===== config.mk =====
export PLATFORM = sky130hd
export DESIGN_NAME = cordic_scheduler
export DESIGN_NICKNAME = d
export VERILOG_FILES = /design/src/rtl/cordic_scheduler.sv
export SDC_FILE = /design/constraint.sdc
export NUM_CORES = 1
export LEC_CHECK = 0
export ABC_AREA = 1
export CORE_AREA = 3 3 235 237
export CTS_CLUSTER_SIZE = 16
export DETAILED_ROUTE_END_ITERATION = 16
export DIE_AREA = 0 0 238 240
export HOLD_SLACK_MARGIN = 0.02
export PLACE_DENSITY_LB_ADDON = 0.08
export SLEW_MARGIN = 20
export SYNTH_ARGS = -nofsm -noshare
export SYNTH_HDL_FRONTEND = slang
export SYNTH_SLANG_ARGS = --single-unit

===== constraint.sdc =====
create_clock -name clk -period 5.42 [get_ports clk]
set_input_delay 0.813 -clock clk [delete_from_list [all_inputs] [get_ports clk]]
set_output_delay 0.813 -clock clk [all_outputs]
set_load 0.02 [all_outputs]

===== src/rtl/cordic_scheduler.sv =====
// Round-robin scheduler sharing one iterative CORDIC among NCH I/Q channels.
// Optional WAIT-state watchdog is compiled in when CORDIC_WDT_EN is defined.
module cordic_scheduler #(
  parameter int unsigned WIDTH   = 42,
  parameter int unsigned NCH     = 4,
  parameter int unsigned CHW     = 2,
  parameter int unsigned TIMEOUT = 1023
) (
  input  logic                 clk,
  input  logic                 reset,
  input  logic [NCH-1:0]       ch_valid,
  input  logic [NCH*WIDTH-1:0] ch_I,
  input  logic [NCH*WIDTH-1:0] ch_Q,
  input  logic                 clear_overrun,
  output logic                 cordic_valid_in,
  output logic [WIDTH-1:0]     cordic_I,
  output logic [WIDTH-1:0]     cordic_Q,
  input  logic                 cordic_valid_out,
  input  logic [WIDTH-1:0]     cordic_phase,
  input  logic [WIDTH-1:0]     cordic_mag,
  output logic                 res_valid,
  output logic [CHW-1:0]       res_ch,
  output logic [WIDTH-1:0]     res_phase,
  output logic [WIDTH-1:0]     res_mag,
  output logic                 busy,
  output logic [NCH-1:0]       overrun,
  output logic                 timeout_err
);

  typedef enum logic [1:0] {StIdle, StIssue, StWait} state_e;

  state_e           state_q, state_d;
  logic [WIDTH-1:0] slot_i_q [NCH];
  logic [WIDTH-1:0] slot_i_d [NCH];
  logic [WIDTH-1:0] slot_q_q [NCH];
  logic [WIDTH-1:0] slot_q_d [NCH];
  logic [NCH-1:0]   pending_q, pending_d;
  logic [NCH-1:0]   overrun_q, overrun_d;
  logic [CHW-1:0]   rr_ptr_q, rr_ptr_d;
  logic [CHW-1:0]   cur_ch_q, cur_ch_d;
  logic [WIDTH-1:0] cor_i_q, cor_i_d;
  logic [WIDTH-1:0] cor_q_q, cor_q_d;
  logic             cor_vld_q, cor_vld_d;
  logic             res_vld_q, res_vld_d;
  logic [CHW-1:0]   res_ch_q, res_ch_d;
  logic [WIDTH-1:0] res_phase_q, res_phase_d;
  logic [WIDTH-1:0] res_mag_q, res_mag_d;

  logic             gnt_found;
  logic [CHW-1:0]   gnt_idx;
  logic [NCH-1:0]   taken;
  logic             wdt_expired;

  // Cyclic search for the first pending slot at or after rr_ptr_q.
  always_comb begin
    int unsigned    idx;
    logic [CHW-1:0] idx_c;
    idx       = 0;
    idx_c     = '0;
    gnt_found = 1'b0;
    gnt_idx   = '0;
    for (int i = 0; i < NCH; i++) begin
      idx = int'(rr_ptr_q) + i;
      if (idx >= NCH) idx = idx - NCH;
      idx_c = CHW'(idx);
      if (!gnt_found && pending_q[idx_c]) begin
        gnt_found = 1'b1;
        gnt_idx   = idx_c;
      end
    end
  end

  always_comb begin
    state_d     = state_q;
    rr_ptr_d    = rr_ptr_q;
    cur_ch_d    = cur_ch_q;
    cor_i_d     = cor_i_q;
    cor_q_d     = cor_q_q;
    cor_vld_d   = 1'b0;
    res_vld_d   = 1'b0;
    res_ch_d    = res_ch_q;
    res_phase_d = res_phase_q;
    res_mag_d   = res_mag_q;
    taken       = '0;
    slot_i_d    = slot_i_q;
    slot_q_d    = slot_q_q;

    unique case (state_q)
      StIdle: begin
        if (gnt_found) begin
          taken[gnt_idx] = 1'b1;
          cor_i_d        = slot_i_q[gnt_idx];
          cor_q_d        = slot_q_q[gnt_idx];
          cur_ch_d       = gnt_idx;
          rr_ptr_d       = (gnt_idx == CHW'(NCH - 1)) ? '0 : gnt_idx + CHW'(1);
          cor_vld_d      = 1'b1;
          state_d        = StIssue;
        end
      end
      StIssue: state_d = StWait;
      StWait: begin
        if (cordic_valid_out) begin
          res_vld_d   = 1'b1;
          res_ch_d    = cur_ch_q;
          res_phase_d = cordic_phase;
          res_mag_d   = cordic_mag;
          state_d     = StIdle;
        end else if (wdt_expired) begin
          state_d = StIdle;
        end
      end
      default: state_d = StIdle;
    endcase

    // A slot issued this cycle hands its old value to the CORDIC, so a new
    // sample landing in it is not an overwrite.
    pending_d = (pending_q & ~taken) | ch_valid;
    overrun_d = (clear_overrun ? '0 : overrun_q) | (ch_valid & pending_q & ~taken);
    for (int k = 0; k < NCH; k++) begin
      if (ch_valid[k]) begin
        slot_i_d[k] = ch_I[k*WIDTH +: WIDTH];
        slot_q_d[k] = ch_Q[k*WIDTH +: WIDTH];
      end
    end
  end

  always_ff @(posedge clk) begin
    if (!reset) begin
      state_q     <= StIdle;
      pending_q   <= '0;
      overrun_q   <= '0;
      rr_ptr_q    <= '0;
      cur_ch_q    <= '0;
      cor_i_q     <= '0;
      cor_q_q     <= '0;
      cor_vld_q   <= 1'b0;
      res_vld_q   <= 1'b0;
      res_ch_q    <= '0;
      res_phase_q <= '0;
      res_mag_q   <= '0;
      for (int k = 0; k < NCH; k++) begin
        slot_i_q[k] <= '0;
        slot_q_q[k] <= '0;
      end
    end else begin
      state_q     <= state_d;
      pending_q   <= pending_d;
      overrun_q   <= overrun_d;
      rr_ptr_q    <= rr_ptr_d;
      cur_ch_q    <= cur_ch_d;
      cor_i_q     <= cor_i_d;
      cor_q_q     <= cor_q_d;
      cor_vld_q   <= cor_vld_d;
      res_vld_q   <= res_vld_d;
      res_ch_q    <= res_ch_d;
      res_phase_q <= res_phase_d;
      res_mag_q   <= res_mag_d;
      slot_i_q    <= slot_i_d;
      slot_q_q    <= slot_q_d;
    end
  end

`ifdef CORDIC_WDT_EN
  localparam int unsigned WdtW = $clog2(TIMEOUT + 1);

  logic [WdtW-1:0] wdt_q, wdt_d;
  logic            timeout_q, timeout_d;

  // wdt_q counts completed WAIT cycles; expiry lands on the TIMEOUT-th one.
  assign wdt_expired = (wdt_q == WdtW'(TIMEOUT - 1));

  always_comb begin
    wdt_d     = wdt_q;
    timeout_d = timeout_q;
    if (state_q == StIssue) begin
      wdt_d = '0;
    end else if (state_q == StWait && !cordic_valid_out) begin
      if (wdt_expired) timeout_d = 1'b1;
      else             wdt_d     = wdt_q + WdtW'(1);
    end
  end

  always_ff @(posedge clk) begin
    if (!reset) begin
      wdt_q     <= '0;
      timeout_q <= 1'b0;
    end else begin
      wdt_q     <= wdt_d;
      timeout_q <= timeout_d;
    end
  end

  assign timeout_err = timeout_q;
`else
  logic unused_timeout;
  assign unused_timeout = ^TIMEOUT;
  assign wdt_expired    = 1'b0;
  assign timeout_err    = 1'b0;
`endif

  assign cordic_valid_in = cor_vld_q;
  assign cordic_I        = cor_i_q;
  assign cordic_Q        = cor_q_q;
  assign res_valid       = res_vld_q;
  assign res_ch          = res_ch_q;
  assign res_phase       = res_phase_q;
  assign res_mag         = res_mag_q;
  assign busy            = (state_q != StIdle);
  assign overrun         = overrun_q;

endmodule

==> results of run 1 <==
==> logic make-up after synthesis <==
kind of cell,count (synthesis),share of synthesized area [%]
compound gates,774,17.8
buf+inv,685,12.6
flops,522,48.0
fa+ha+maj,2,0.115
simple gates,1092,21.5
other cells,1,0.0172
==> registers in the layout (all words and copies together), names as in the netlist, 2 cells and up <==
register   cells
cordic_I      42
cordic_Q      42
cur_ch_q       2
overrun        4
pending_q      4
res_ch         2
res_mag       42
res_phase     42
rr_ptr_q       2
slot_i_q     168
slot_q_q     168
state_q        2
==> worst paths after layout <==
path	from	end	cells past startpoint
min reg2reg	slot_i_q[23]$_SDFFE_PN0P_	slot_i_q[23]$_SDFFE_PN0P_	2
max	rr_ptr_q[0]$_SDFFE_PN0P_	cordic_Q[33]$_SDFFE_PN0P_	14
min	slot_i_q[23]$_SDFFE_PN0P_	slot_i_q[23]$_SDFFE_PN0P_	2
max reg2reg	rr_ptr_q[0]$_SDFFE_PN0P_	cordic_Q[33]$_SDFFE_PN0P_	14
==> area by class of cell <==
type | count | share of cell area (%)
clock buffers | 88 | 5.67
clock inverters | 11 | 0.404
flip-flops and latches | 522 | 35.2
well taps | 696 | 2.93
multi-input cells | 1869 | 29.1
inverters | 445 | 5.68
repair buffers | 621 | 21.0
diodes | 8 | 0.0674
==> Yosys cell counts (2+ instances only) <==
cell | n | area, um2
dfxtp_1 | 522 | 10500
inv_1 | 441 | 1660
nand3_1 | 430 | 2150
o21ai_0 | 424 | 2120
nor2_1 | 349 | 1310
a21oi_1 | 348 | 1740
nand2_1 | 302 | 1130
clkbuf_1 | 161 | 604
buf_2 | 35 | 175
buf_4 | 21 | 158
buf_1 | 18 | 67.6
buf_6 | 5 | 56.3
inv_2 | 3 | 11.3
nand2_2 | 3 | 18.8
ha_1 | 2 | 25.0
nor3_1 | 2 | 10.0
==> metal layers <==
layer,vias to the layer above,wire length [um]
met2,748,38500
met5,-,47
met1,10400,33800
met4,6,2820
li1,10700,-
met3,154,6450
==> worst max-delay path: cells and delay by family (launching register included) <==
kind	cells	cell delay, ns
flops	1	0.64
compound gates	1	0.34
simple gates	10	1.94
buf+inv	3	0.58
==> cell usage in the layout (no fill, tap or decap), types with 2 or more instances in the layout <==
cell type	n
bufinv_16	2
clkbuf_16	58
clkbuf_1	18
clkdlybuf4s50_1	603
inv_4	5
diode_2	8
nand2_8	3
o21ai_0	424
clkinv_2	7
nor2_1	349
buf_12	6
clkbuf_8	12
inv_1	436
nand3_1	430
nand2_1	302
dfxtp_1	522
nor2_4	2
inv_2	3
ha_1	2
a21oi_1	348
buf_4	11
==> power groups by stage <==
stage / clock network, mW / logic, mW / registers, mW
2_1_floorplan: 0 / 4.58 / 5.12
3_3_place_gp: 0 / 7.16 / 4.77
4_1_cts: 3.87 / 7.35 / 4.71
6_report: 3.79 / 7.32 / 4.72
5_1_grt: 4.01 / 8.17 / 4.77
3_5_place_dp: 0 / 7.32 / 4.79
==> results.toml, run 1 <==
[power]
switching_share_pct = 42.1
p_sw_mw = 6.67
power.leakage_nw = 13.0
p_seq_share_pct = 29.8
p_clk_share_pct = 24.0
vdd_drop_max_mv = 0.465
p_comb_share_pct = 46.2
p_int_mw = 9.16
p_per_area_nw_per_um2 = 533
total_power_mw = 15.8

[placed_design]
dp.cells = 4153
gp_congestion = 0.849
post_dp_cell_area_um2 = 27900
io_buffers = 604
post-dp-hpwl_mm = 53.6
dp_slack_ns = 1.74

[logic_synthesis]
ys.flop_type = "dfxtp_1"
mappedNetlistArea_um2 = 21800
synthCells = 3076
ys_types = 26
synthArstFlopShare_pct = 0
ys_ff_latch = 522
synth_enable_flop_cells = 0
yosysSeqAreaShare_pct = 48.0
ys_warn_count = 0
synth_fp_nets = 3506
synth_area_per_cell_um2 = 7.08

[worst_setup_path]
reg2reg_slack_ns = 1.61
critPathSlowestCell = "nand2_8"
crit_fanout = 95
endpoint_kind = "flop"
start_kind = "flop"
cp.required_ns = 5.91
crit_top_cell = "nand2_1"
slowest_delay_ns = 0.69
worstPathCellList = "inv_2 > nand2_1 > nand2_1 > nand2_1 > nand2_1 > a21oi_1 > nand2_8 > nand2_8 > buf_12 > nand2_1 > nand3_1 > nand3_1 > nand2_1 > inv_1"
cp.arrival_ns = 4.30
critPathKind = "reg2reg"

[cts]
clockBufferDepth = 3
holdBufCountCts = 0
cts_tree = "built"
numCtsBuffers = 56
clk_pin_slew_worst_paths_ns = 0.06
cts_root_buffer = "clkbuf_16"
cts_setup_buffers = 0
clkLatencyLatePin_ns = 0.61
h-tree-depth = 2
cts_resized = 0
clock_sinks = 522

[die]
core_area_um2 = 53500
die_area_um2 = 57100
start_util_pct = 40.7
io_pins = 606
die_w_um = 238
die_height_um = 240
rows = 85

[sta]
worst_pin_slew_ns = 1.08
rsz0062_at_grt = "false"
setup_slack_ns = 1.61
clock.fmax_mhz = 262
slew_headroom_pct = 28.1
whs_ns = 0.455
clock_skew_ns = 0.0219
hold_viol = 0
min_period_ns = 3.81
period_share_pct = 70.3
drv_slew = 0
setup_viol = 0
tns_ns = 0

[global_routing]
met1_usage_pct = 34.2
grt_use_met2_pct = 46.1
grt_usage_pct = 27.5
grt_pass1_vias = 21700
grt_pass1_wl_mm = 124
antenna_found_initial = 10
grt_max_degree = 243
grt_overflow = 0
grtUsageMet3_pct = 7.40
top_usage_layer = "met2"

[worst_hold_path]
worstHoldPathType = "reg2reg"

[routing]
wl_per_cell_um = 19.1
drc = 0
vias = 22000
ant_nets = 0
via_per_inst = 5.17
dr.pass1.iters = 7
finalWirelength_mm = 81.5
initialDrtViolationCount = 1511

[cells_and_area]
syn_to_final_growth_pct = 36.6
final_core_util_pct = 55.6
multi_input_area_um2 = 8640
layout-drive-gt1-share_pct = 3.26
seqCellArea_um2 = 10500
fin_nets = 3945
fin_area_um2 = 29700
fillers = 5079
final_cell_count_no_fill = 4260

[status]
status = "complete, no violations"

[flow_run]
maxCapViolations = 0
(Power assumes the default switching activity.)
==> run 2, diff against run 1 <==
- CORE_AREA: 3 3 235 237 -> 3 3 234 236
- DIE_AREA: 0 0 238 240 -> 0 0 237 239
- clock period: 5.42 -> 3.2 ns (I/O delays scaled with it)
==> results.toml, run 2 (synthesis gave the netlist of run 1 again) <==
[cells_and_area]
biggestRegsByFlops = "slot_i_q x168, slot_q_q x168"
fin_area_um2 = 30000
final_cell_mix = "603 x clkdlybuf4s50_1, 522 x dfxtp_1, 436 x inv_1, 430 x nand3_1, 424 x o21ai_0"
final_common_cell = "clkdlybuf4s50_1"
fillers = 4948
syn_to_final_growth_pct = 37.8
fin_nets = 3964
layout-drive-gt1-share_pct = 3.69

[worst_setup_path]
start_kind = "flop"
critPathSlowestCell = "dfxtp_1"
crit_top_cell = "nand2_1"
slowest_delay_ns = 0.67
worstPathCellList = "inv_2 > nand2_1 > nand2_1 > nand2_1 > nand2_1 > nor2_4 > nand3_1 > nand2_8 > buf_12 > nand3_1 > nand3_1 > nand3_1 > nand2_1 > inv_1"
cp.arrival_ns = 3.51
critPathKind = "reg2reg"
crit_fanout = 110
endpoint_kind = "flop"
cp.required_ns = 3.69

[cts]
holdBufCountCts = 0
clkLatencyLatePin_ns = 0.60
numCtsBuffers = 55
clockBufferDepth = 3
cts_tree = "built"
clk_pin_slew_worst_paths_ns = 0.06
cts_resized = 0
clock_sinks = 522
cts_setup_buffers = 0
cts_root_buffer = "clkbuf_16"
h-tree-depth = 2

[power]
vdd_drop_max_mv = 0.745
p_per_area_nw_per_um2 = 901
power.leakage_nw = 13.2

[routing]
wl_per_cell_um = 19.0
drc = 0
via_per_inst = 5.16
dr.pass1.iters = 6
vias = 22100
ant_nets = 0
initialDrtViolationCount = 1596
finalWirelength_mm = 81.0

[sta]
drv_slew = 0
worst_pin_slew_ns = 1.06
min_period_ns = 3.02
clock_skew_ns = 0.0222
clock.fmax_mhz = 331
slew_headroom_pct = 29.0
setup_viol = 0
period_share_pct = 94.4
hold_viol = 0
rsz0062_at_grt = "false"
tns_ns = 0

[die]
start_util_pct = 41.3
die_w_um = 237
die_area_um2 = 56600
rows = 84
core_area_um2 = 52700
die_height_um = 239
io_pins = 606

[placed_design]
post-dp-hpwl_mm = 55.2
io_buffers = 604
post_dp_cell_area_um2 = 28200
gp_congestion = 0.858

[worst_hold_path]
worstHoldPathType = "in2reg"

[global_routing]
grt_pass1_wl_mm = 123
grt_overflow = 0
grt_max_degree = 183
grt_pass1_vias = 21400
antenna_found_initial = 13
grt_usage_pct = 27.3

[flow_run]
maxCapViolations = 0

[status]
status = "complete, no violations"
-- run 2: layer usage --
layer	vias to the layer above	routed length (um)	track usage, %
met3	155	6950	6.73
met2	869	38400	45.1
li1	10800	-	-
met5	-	44	0
met4	6	2670	10.5
met1	10300	32900	34.4
-- run 2: where the power goes --
group	switching, mW	total (mW)	internal, mW
clock network	2.58	6.23	3.65
registers	0.484	7.97	7.48
logic	8.14	12.8	4.68
total	11.2	27.0	15.8
-- run 2: worst paths after layout --
kind | from | endpoint | slack (ns) | cells past startpoint
worst max register to register | rr_ptr_q[0]$_SDFFE_PN0P_ | cordic_I[0]$_SDFFE_PN0P_ | 0.18 | 14
worst max-delay path | rr_ptr_q[0]$_SDFFE_PN0P_ | cordic_I[0]$_SDFFE_PN0P_ | 0.18 | 14
worst min-delay path | reset | slot_i_q[134]$_SDFFE_PN0P_ | 0.31 | 3
worst min register to register | slot_i_q[52]$_SDFFE_PN0P_ | slot_i_q[52]$_SDFFE_PN0P_ | 0.46 | 2
-- run 2: per-stage QoR --
stage,worst slack [ns],hold slack [ns],std cells,power (mW),utilization (%)
finish,0.179,0.307,4273,27.0,57.0
global route,0.0254,0.329,4271,28.9,56.9
CTS,0.286,0.260,4261,27.2,56.9
detailed placement,0.291,0.447,4165,20.8,53.6
global placement,0.360,0.443,4165,20.6,53.6
floorplan,1.23,0.430,3076,16.4,-
-- run 2: layout make-up --
cell class / instances / area (um2) / area share, %
Multi-Input combinational cell: 1869 / 8640 / 28.8
Sequential cell: 522 / 10500 / 34.8
Antenna cell: 12 / 30.0 / 0.100
Clock buffer: 90 / 1690 / 5.64
Tap cell: 688 / 861 / 2.87
Inverter: 445 / 1690 / 5.63
Timing Repair Buffer: 641 / 6580 / 21.9
Clock inverter: 6 / 55.1 / 0.184
-- run 2: worst max-delay path, delay by kind of cell, from the launching register on --
family        cells  cell delay (ns)
flops             1             0.67
buf+inv           3             0.62
simple gates     11             1.45
